==> src/rtl/frame_receiver_pkg.sv <==
// Shared constants, receiver state type and request packing macro for frame_receiver.
`ifndef FRAME_RX_PACK_REQ
`define FRAME_RX_PACK_REQ(wr, addr, data) {wr, addr, data}
`endif

package frame_receiver_pkg;

  localparam int DEF_BUS_W  = 8;
  localparam int DEF_ADDR_W = 16;
  localparam int DEF_DATA_W = 32;

  typedef enum logic {
    IDLE = 1'b0,
    RECV = 1'b1
  } rx_state_t;

endpackage

==> src/rtl/frame_rx_fifo.sv <==
// Synchronous request queue with occupancy count; head is shown combinationally.
module frame_rx_fifo #(
  parameter int WIDTH = 49,
  parameter int DEPTH = 4
) (
  input  logic                     clk,
  input  logic                     reset,
  input  logic                     push,
  input  logic                     pop,
  input  logic [WIDTH-1:0]         wdata,
  output logic [WIDTH-1:0]         rdata,
  output logic                     full,
  output logic                     empty,
  output logic [$clog2(DEPTH):0]   count
);

  localparam int AW = $clog2(DEPTH);

  logic [WIDTH-1:0] mem [DEPTH];
  logic [AW-1:0]    wr_ptr;
  logic [AW-1:0]    rd_ptr;
  logic             do_push;
  logic             do_pop;

  assign full    = (count == (AW+1)'(DEPTH));
  assign empty   = (count == '0);
  assign do_pop  = pop && !empty;
  // A full queue still accepts a push when the head leaves on the same edge.
  assign do_push = push && (!full || do_pop);
  assign rdata   = empty ? '0 : mem[rd_ptr];

  always_ff @(negedge clk) begin
    if (!reset && do_push) begin
      mem[wr_ptr] <= wdata;
    end
  end

  always_ff @(negedge clk) begin
    if (reset) begin
      wr_ptr <= '0;
      rd_ptr <= '0;
      count  <= '0;
    end else begin
      if (do_push) wr_ptr <= wr_ptr + 1'b1;
      if (do_pop)  rd_ptr <= rd_ptr + 1'b1;
      case ({do_push, do_pop})
        2'b10:   count <= count + 1'b1;
        2'b01:   count <= count - 1'b1;
        default: count <= count;
      endcase
    end
  end

endmodule

==> src/rtl/frame_receiver.sv <==
// Reassembles {address, data} frames from a narrow beat bus and queues them as requests.
module frame_receiver
  import frame_receiver_pkg::*;
#(
  parameter int BUS_W      = DEF_BUS_W,
  parameter int ADDR_W     = DEF_ADDR_W,
  parameter int DATA_W     = DEF_DATA_W,
  parameter int FIFO_DEPTH = 4
) (
  input  logic                          clk,
  input  logic                          reset,
  input  logic                          send,
  input  logic                          write_in,
  input  logic [BUS_W-1:0]              bus,
  output logic                          req_valid,
  input  logic                          req_ready,
  output logic                          req_write,
  output logic [ADDR_W-1:0]             req_addr,
  output logic [DATA_W-1:0]             req_data,
  output logic [$clog2(FIFO_DEPTH):0]   fifo_count,
  output logic                          short_err,
  output logic                          long_err,
  output logic                          ovf_err
);

  localparam int BEATS = (ADDR_W + DATA_W + BUS_W - 1) / BUS_W;
  localparam int ASM_W = BEATS * BUS_W;
  localparam int CNT_W = $clog2(BEATS + 1);
  localparam int REQ_W = 1 + ADDR_W + DATA_W;
  localparam logic [CNT_W-1:0] LAST_CNT = CNT_W'(BEATS);

  rx_state_t        state;
  rx_state_t        next_state;
  logic [CNT_W-1:0] beat_cnt;
  logic [ASM_W-1:0] asm_reg;
  logic             capture;
  logic             long_hit;
  logic             short_hit;
  logic             frame_done;
  logic             pop;
  logic             full;
  logic             empty;
  logic [REQ_W-1:0] push_data;
  logic [REQ_W-1:0] head;

  always_ff @(negedge clk) begin
    if (reset) state <= IDLE;
    else       state <= next_state;
  end

  // The send=0 cycle that closes a frame decides between push and short error.
  always_comb begin
    next_state = state;
    capture    = 1'b0;
    long_hit   = 1'b0;
    short_hit  = 1'b0;
    frame_done = 1'b0;
    case (state)
      IDLE: begin
        if (send) begin
          next_state = RECV;
          capture    = 1'b1;
        end
      end
      RECV: begin
        if (send) begin
          if (beat_cnt == LAST_CNT) long_hit = 1'b1;
          else                      capture  = 1'b1;
        end else begin
          next_state = IDLE;
          if (beat_cnt == LAST_CNT) frame_done = 1'b1;
          else                      short_hit  = 1'b1;
        end
      end
      default: next_state = IDLE;
    endcase
  end

  // Beat counter is zero in IDLE, so beat 0 lands in the low slice like the rest.
  always_ff @(negedge clk) begin
    if (reset) begin
      beat_cnt  <= '0;
      asm_reg   <= '0;
      short_err <= 1'b0;
      long_err  <= 1'b0;
      ovf_err   <= 1'b0;
    end else begin
      short_err <= short_hit;
      long_err  <= long_hit;
      ovf_err   <= frame_done && full && !pop;
      if (capture) begin
        asm_reg[int'(beat_cnt)*BUS_W +: BUS_W] <= bus;
        beat_cnt <= beat_cnt + 1'b1;
      end else if (next_state == IDLE) begin
        beat_cnt <= '0;
      end
    end
  end

  assign push_data = `FRAME_RX_PACK_REQ(write_in, asm_reg[DATA_W +: ADDR_W], asm_reg[DATA_W-1:0]);
  assign pop       = req_valid && req_ready;
  assign req_valid = !empty;
  assign {req_write, req_addr, req_data} = head;

  frame_rx_fifo #(
    .WIDTH (REQ_W),
    .DEPTH (FIFO_DEPTH)
  ) u_fifo (
    .clk   (clk),
    .reset (reset),
    .push  (frame_done),
    .pop   (pop),
    .wdata (push_data),
    .rdata (head),
    .full  (full),
    .empty (empty),
    .count (fifo_count)
  );

endmodule

==> config.mk <==
export PLATFORM = sky130hd
export DESIGN_NAME = frame_receiver
export DESIGN_NICKNAME = d
export VERILOG_FILES = /design/src/rtl/frame_receiver_pkg.sv /design/src/rtl/frame_rx_fifo.sv /design/src/rtl/frame_receiver.sv
export SDC_FILE = /design/constraint.sdc
export NUM_CORES = 1
export LEC_CHECK = 0
export CAP_MARGIN = 20
export CORE_ASPECT_RATIO = 1.5
export CORE_UTILIZATION = 55
export CTS_CLUSTER_DIAMETER = 100
export DETAILED_ROUTE_END_ITERATION = 10
export PLACE_DENSITY = 0.73
export SYNTH_ARGS = -nofsm -noshare
export SYNTH_HDL_FRONTEND = slang
export SYNTH_HIERARCHICAL = 1
export SYNTH_SLANG_ARGS = --single-unit
==> constraint.sdc <==
create_clock -name clk -period 7.1 [get_ports clk]
set_clock_uncertainty 0.05 [all_clocks]
set_input_delay 0.71 -clock clk [delete_from_list [all_inputs] [get_ports clk]]
set_output_delay 0.71 -clock clk [all_outputs]
set_load 0.1 [all_outputs]
==> results <==
- The flow ran to the end, and the final reports show no timing, DRC or antenna violations.
- TritonCTS built the clock tree.
- For this run, the total global-route usage over all layers was measured as between 20% and 30%.
- The number of synthesized flops with an enable pin is around 200.
- The wire length of the first global-routing pass is 34.7 mm.
- The via count of the first global-routing pass came to approximately 7300.
- The dominant register cell in the synthesized netlist is sky130_fd_sc_hd__edfxtp_1.
- VDD sags by at most between 0.2 and 0.3 mV.
- When the netlist entered floorplanning its net count stood at between 600 and 700.
- The analysis attributes to cell leakage a power of 5.74 nW.
- In the synthesized netlist the async set-or-reset flop fraction comes to 0%.
- The area of the die is 19700 um2.
- The initial utilization of the core area, before any placement, comes to 56.6%.
- The clock passes through at most 3 buffers.
- For this block, the routed nets add up to around 22 mm of wire.
- The vertical die dimension is 172 um.
- The first-pass detailed-route iteration total is 5.
- Summed over all nets, the half-perimeter wirelength after detailed placement is 13.2 mm.
- The number of clock sinks seen by CTS is 260.
- The pin slew with the least headroom to its limit is 1.00 ns.
- The total of endpoints with negative setup slack in the final report is 0.
- The number of instances in the synthesized netlist is 644.
- The arrival time reported for the critical path endpoint is 5.94 ns.
- The post-synthesis instance area is roughly 11000 um2.
- From left edge to right edge, the die measures around 120 um.
- The post-cts repair resize count is 0.
- Synthesis inferred 260 register bits.
- The average via count per standard cell is around 5.2.
- After clock tree synthesis, the setup repair step added 0 buffers.
- Setup total negative slack on the finished layout was measured at 0 ns.
- The detailed-route via count is about 6500.
- The latest clock arrival within the worst-skew pair is roughly 0.6 ns.
- The max-slew violation count came to 0.
- The most frequent standard cell in the layout excluding fill and tap cells is sky130_fd_sc_hd__inv_1.
- Sequential cells burn roughly 46% of the power.
- Clock tree synthesis selected as its root buffer the cell sky130_fd_sc_hd__clkbuf_16.
- In this run switching power makes up a little over a quarter of total power.
- Per report_power, the clock group accounts for between 50% and 60% of the total.
- The detail-routed net length per standard cell is approximately 18 um.
- The category of the worst setup path capture point is an output pin.
- The share of total power dissipated in combinational logic is under 10%.
- The CTS clock-pin slew for the worst setup and hold paths is 0.04 ns.
- In the final design database the tool counted 999 nets.
- The number of antenna violations at the first check in global routing is 0.
- The floorplan step defined a core boundary enclosing 18600 um2.
- A synthesized cell averages 16.4 um2.
- The maximum fanout count along the critical path is 19.
- The hold violation count in the final report was 0.
- The leftover overflow at the end of global routing is 0.
- The sequential-to-total area share from yosys stat is 68.0%.
- The launch instance of the worst min-delay path is state$_SDFF_NP0_.
- Summed over all nets, the switching power comes to 0.000947 W.
- The number of warnings printed during yosys synthesis is 6.
- STA classifies the critical path startpoint as a register.
- The number of hold buffers added after CTS is 0.
- The min-delay analysis places its worst path in the category register to register.
- The max-slew headroom at the worst pin is 33.0%.
- In this run the remaining antenna-violating nets after routing total 0.
- The reg-to-reg startpoint is beat_cnt[0]$_SDFFE_NP0P_.
- The area growth from synthesis to final layout is 27.4%.
- The flip-flop count of the largest register, all copies and words added is about 200.
- The number of distinct library cell variants in the gate-level netlist after synthesis is 47.
- The maximum level of the CTS H-tree is 1.
- The starting DRC count in detailed routing is between 400 and 500.
- The critical path is of the register to output pin type.
- The filler cells instantiated in the layout total about 1200.
- Entering global routing, the biggest net connects 67 pins.
- Buffers inserted during clock tree synthesis total 24.
- In the layout the commonest cells are sky130_fd_sc_hd__inv_1 (273), sky130_fd_sc_hd__edfxtp_1 (196), sky130_fd_sc_hd__dfxtp_1 (62), sky130_fd_sc_hd__nand2b_1 (61), sky130_fd_sc_hd__buf_4 (51).
- The internal power component is about 0.0026 W.
- In this run the power density over the cells is around 270 nW/um2.
- In the final layout, the share of cells above drive strength 1 is between 20% and 30%.
- The number of diodes added for antenna fixing is 0.
- between 60 and 70 I/O pins were placed.
- The global placement routability congestion is around 0.86.
- The critical path required time is 6.34 ns.
- In this run the core area contains between 60 and 70 standard-cell rows.
- The number of input and output port buffers inserted is 68.
- The count of maximum capacitance violations is 0.
- After detailed routing, the number of remaining DRC violations is 0.
- Setup repair after global routing left no endpoint under its margin.
- The worst hold margin is around 0.42 ns.
==> cell type report <==
class / count / area (um2) / area share, %
sequential: 260 / 7170 / 53.4
multi-input combinational: 334 / 3280 / 24.4
clock inverter: 274 / 1150 / 8.54
timing repair buffer: 83 / 853 / 6.35
clock buffer: 25 / 626 / 4.66
tap: 252 / 315 / 2.35
inverter: 11 / 41.3 / 0.307
==> Yosys cell counts, types with 2 or more instances <==
cell                       number  share of area, %
sky130_fd_sc_hd__a21oi_1        7              0.33
sky130_fd_sc_hd__buf_1          4              0.14
sky130_fd_sc_hd__buf_2          9              0.43
sky130_fd_sc_hd__buf_4          4              0.28
sky130_fd_sc_hd__buf_6          6              0.64
sky130_fd_sc_hd__clkbuf_1      14              0.50
sky130_fd_sc_hd__dfxtp_1       64                12
sky130_fd_sc_hd__edfxtp_1     196                56
sky130_fd_sc_hd__ha_1          11               1.3
sky130_fd_sc_hd__inv_1         13              0.46
sky130_fd_sc_hd__mux2i_1       50               4.7
sky130_fd_sc_hd__mux4_2        49                10
sky130_fd_sc_hd__nand2_1       40               1.4
sky130_fd_sc_hd__nand2b_1      61               3.6
sky130_fd_sc_hd__nand4_1        3              0.18
sky130_fd_sc_hd__nor2_1        13              0.46
sky130_fd_sc_hd__nor2b_1       55               3.3
sky130_fd_sc_hd__nor3_1         4              0.19
sky130_fd_sc_hd__nor3_2         3              0.28
sky130_fd_sc_hd__nor3b_1        4              0.28
sky130_fd_sc_hd__nor4bb_1       3              0.28
sky130_fd_sc_hd__o21a_1         2              0.14
sky130_fd_sc_hd__or3_1          2              0.12
sky130_fd_sc_hd__xor2_1         4              0.33
==> metrics by stage <==
stage	total power, W	utilization (%)	setup WS, ns	instance area (um2)	instances
2_1_floorplan	0.00191	-	-0.437	10700	644
3_3_place_gp	0.00193	62.6	0.494	11700	941
3_5_place_dp	0.00193	62.6	0.365	11700	941
4_1_cts	0.00364	72.1	0.353	13400	1238
5_1_grt	0.00380	72.2	0.301	13400	1239
6_report	0.00358	72.2	0.395	13400	1239
==> kinds of logic after synthesis <==
family,synth area share (%)
flip-flops,68.0
AND/OR/NAND/NOR,10.8
multiplexers,15.5
buffers and inverters,2.46
AO/OA/AOI/OAI,1.45
adder cells (fa/ha/maj),1.50
XOR/XNOR,0.415
==> worst max-delay path: stages, from the launching register on <==
cell and delay, ns:
sky130_fd_sc_hd__dfxtp_2 0.65, sky130_fd_sc_hd__buf_4 0.37, sky130_fd_sc_hd__mux4_2 0.38, sky130_fd_sc_hd__nor2b_2 0.17, sky130_fd_sc_hd__buf_4 0.24
==> routing by layer <==
metal,global-route usage (%),part of all wire [%],vias to the layer above
met5,0,0,-
li1,-,-,3045
met3,6.34,3.7,53
met1,24.2,36,3193
met2,41.4,56,184
met4,15.8,3.7,0
==> path summary, 6_finish.rpt <==
| kind | endpoint | slack [ns] | cells after the start |
|---|---|---|---|
| setup / recovery | req_data[29] | 0.40 | 4 |
| hold / removal | short_err$_SDFF_NP0_ | 0.42 | 2 |
| setup reg to reg | u_fifo/count[1]$_SDFFE_NP0P_ | 3.82 | 10 |
| hold reg to reg | short_err$_SDFF_NP0_ | 0.42 | 2 |
==> power groups by stage <==
stage | Clock, W | Combinational [W] | Sequential [W]
after detailed placement | 0.000220 | 0.0000502 | 0.00166
after global placement | 0.000220 | 0.0000489 | 0.00166
after CTS | 0.00195 | 0.0000505 | 0.00164
after floorplan | 0.000220 | 0.0000316 | 0.00166
final | 0.00189 | 0.0000511 | 0.00164
after global routing | 0.00211 | 0.0000548 | 0.00164
No activity file was read; power rests on OpenSTA's default activity.
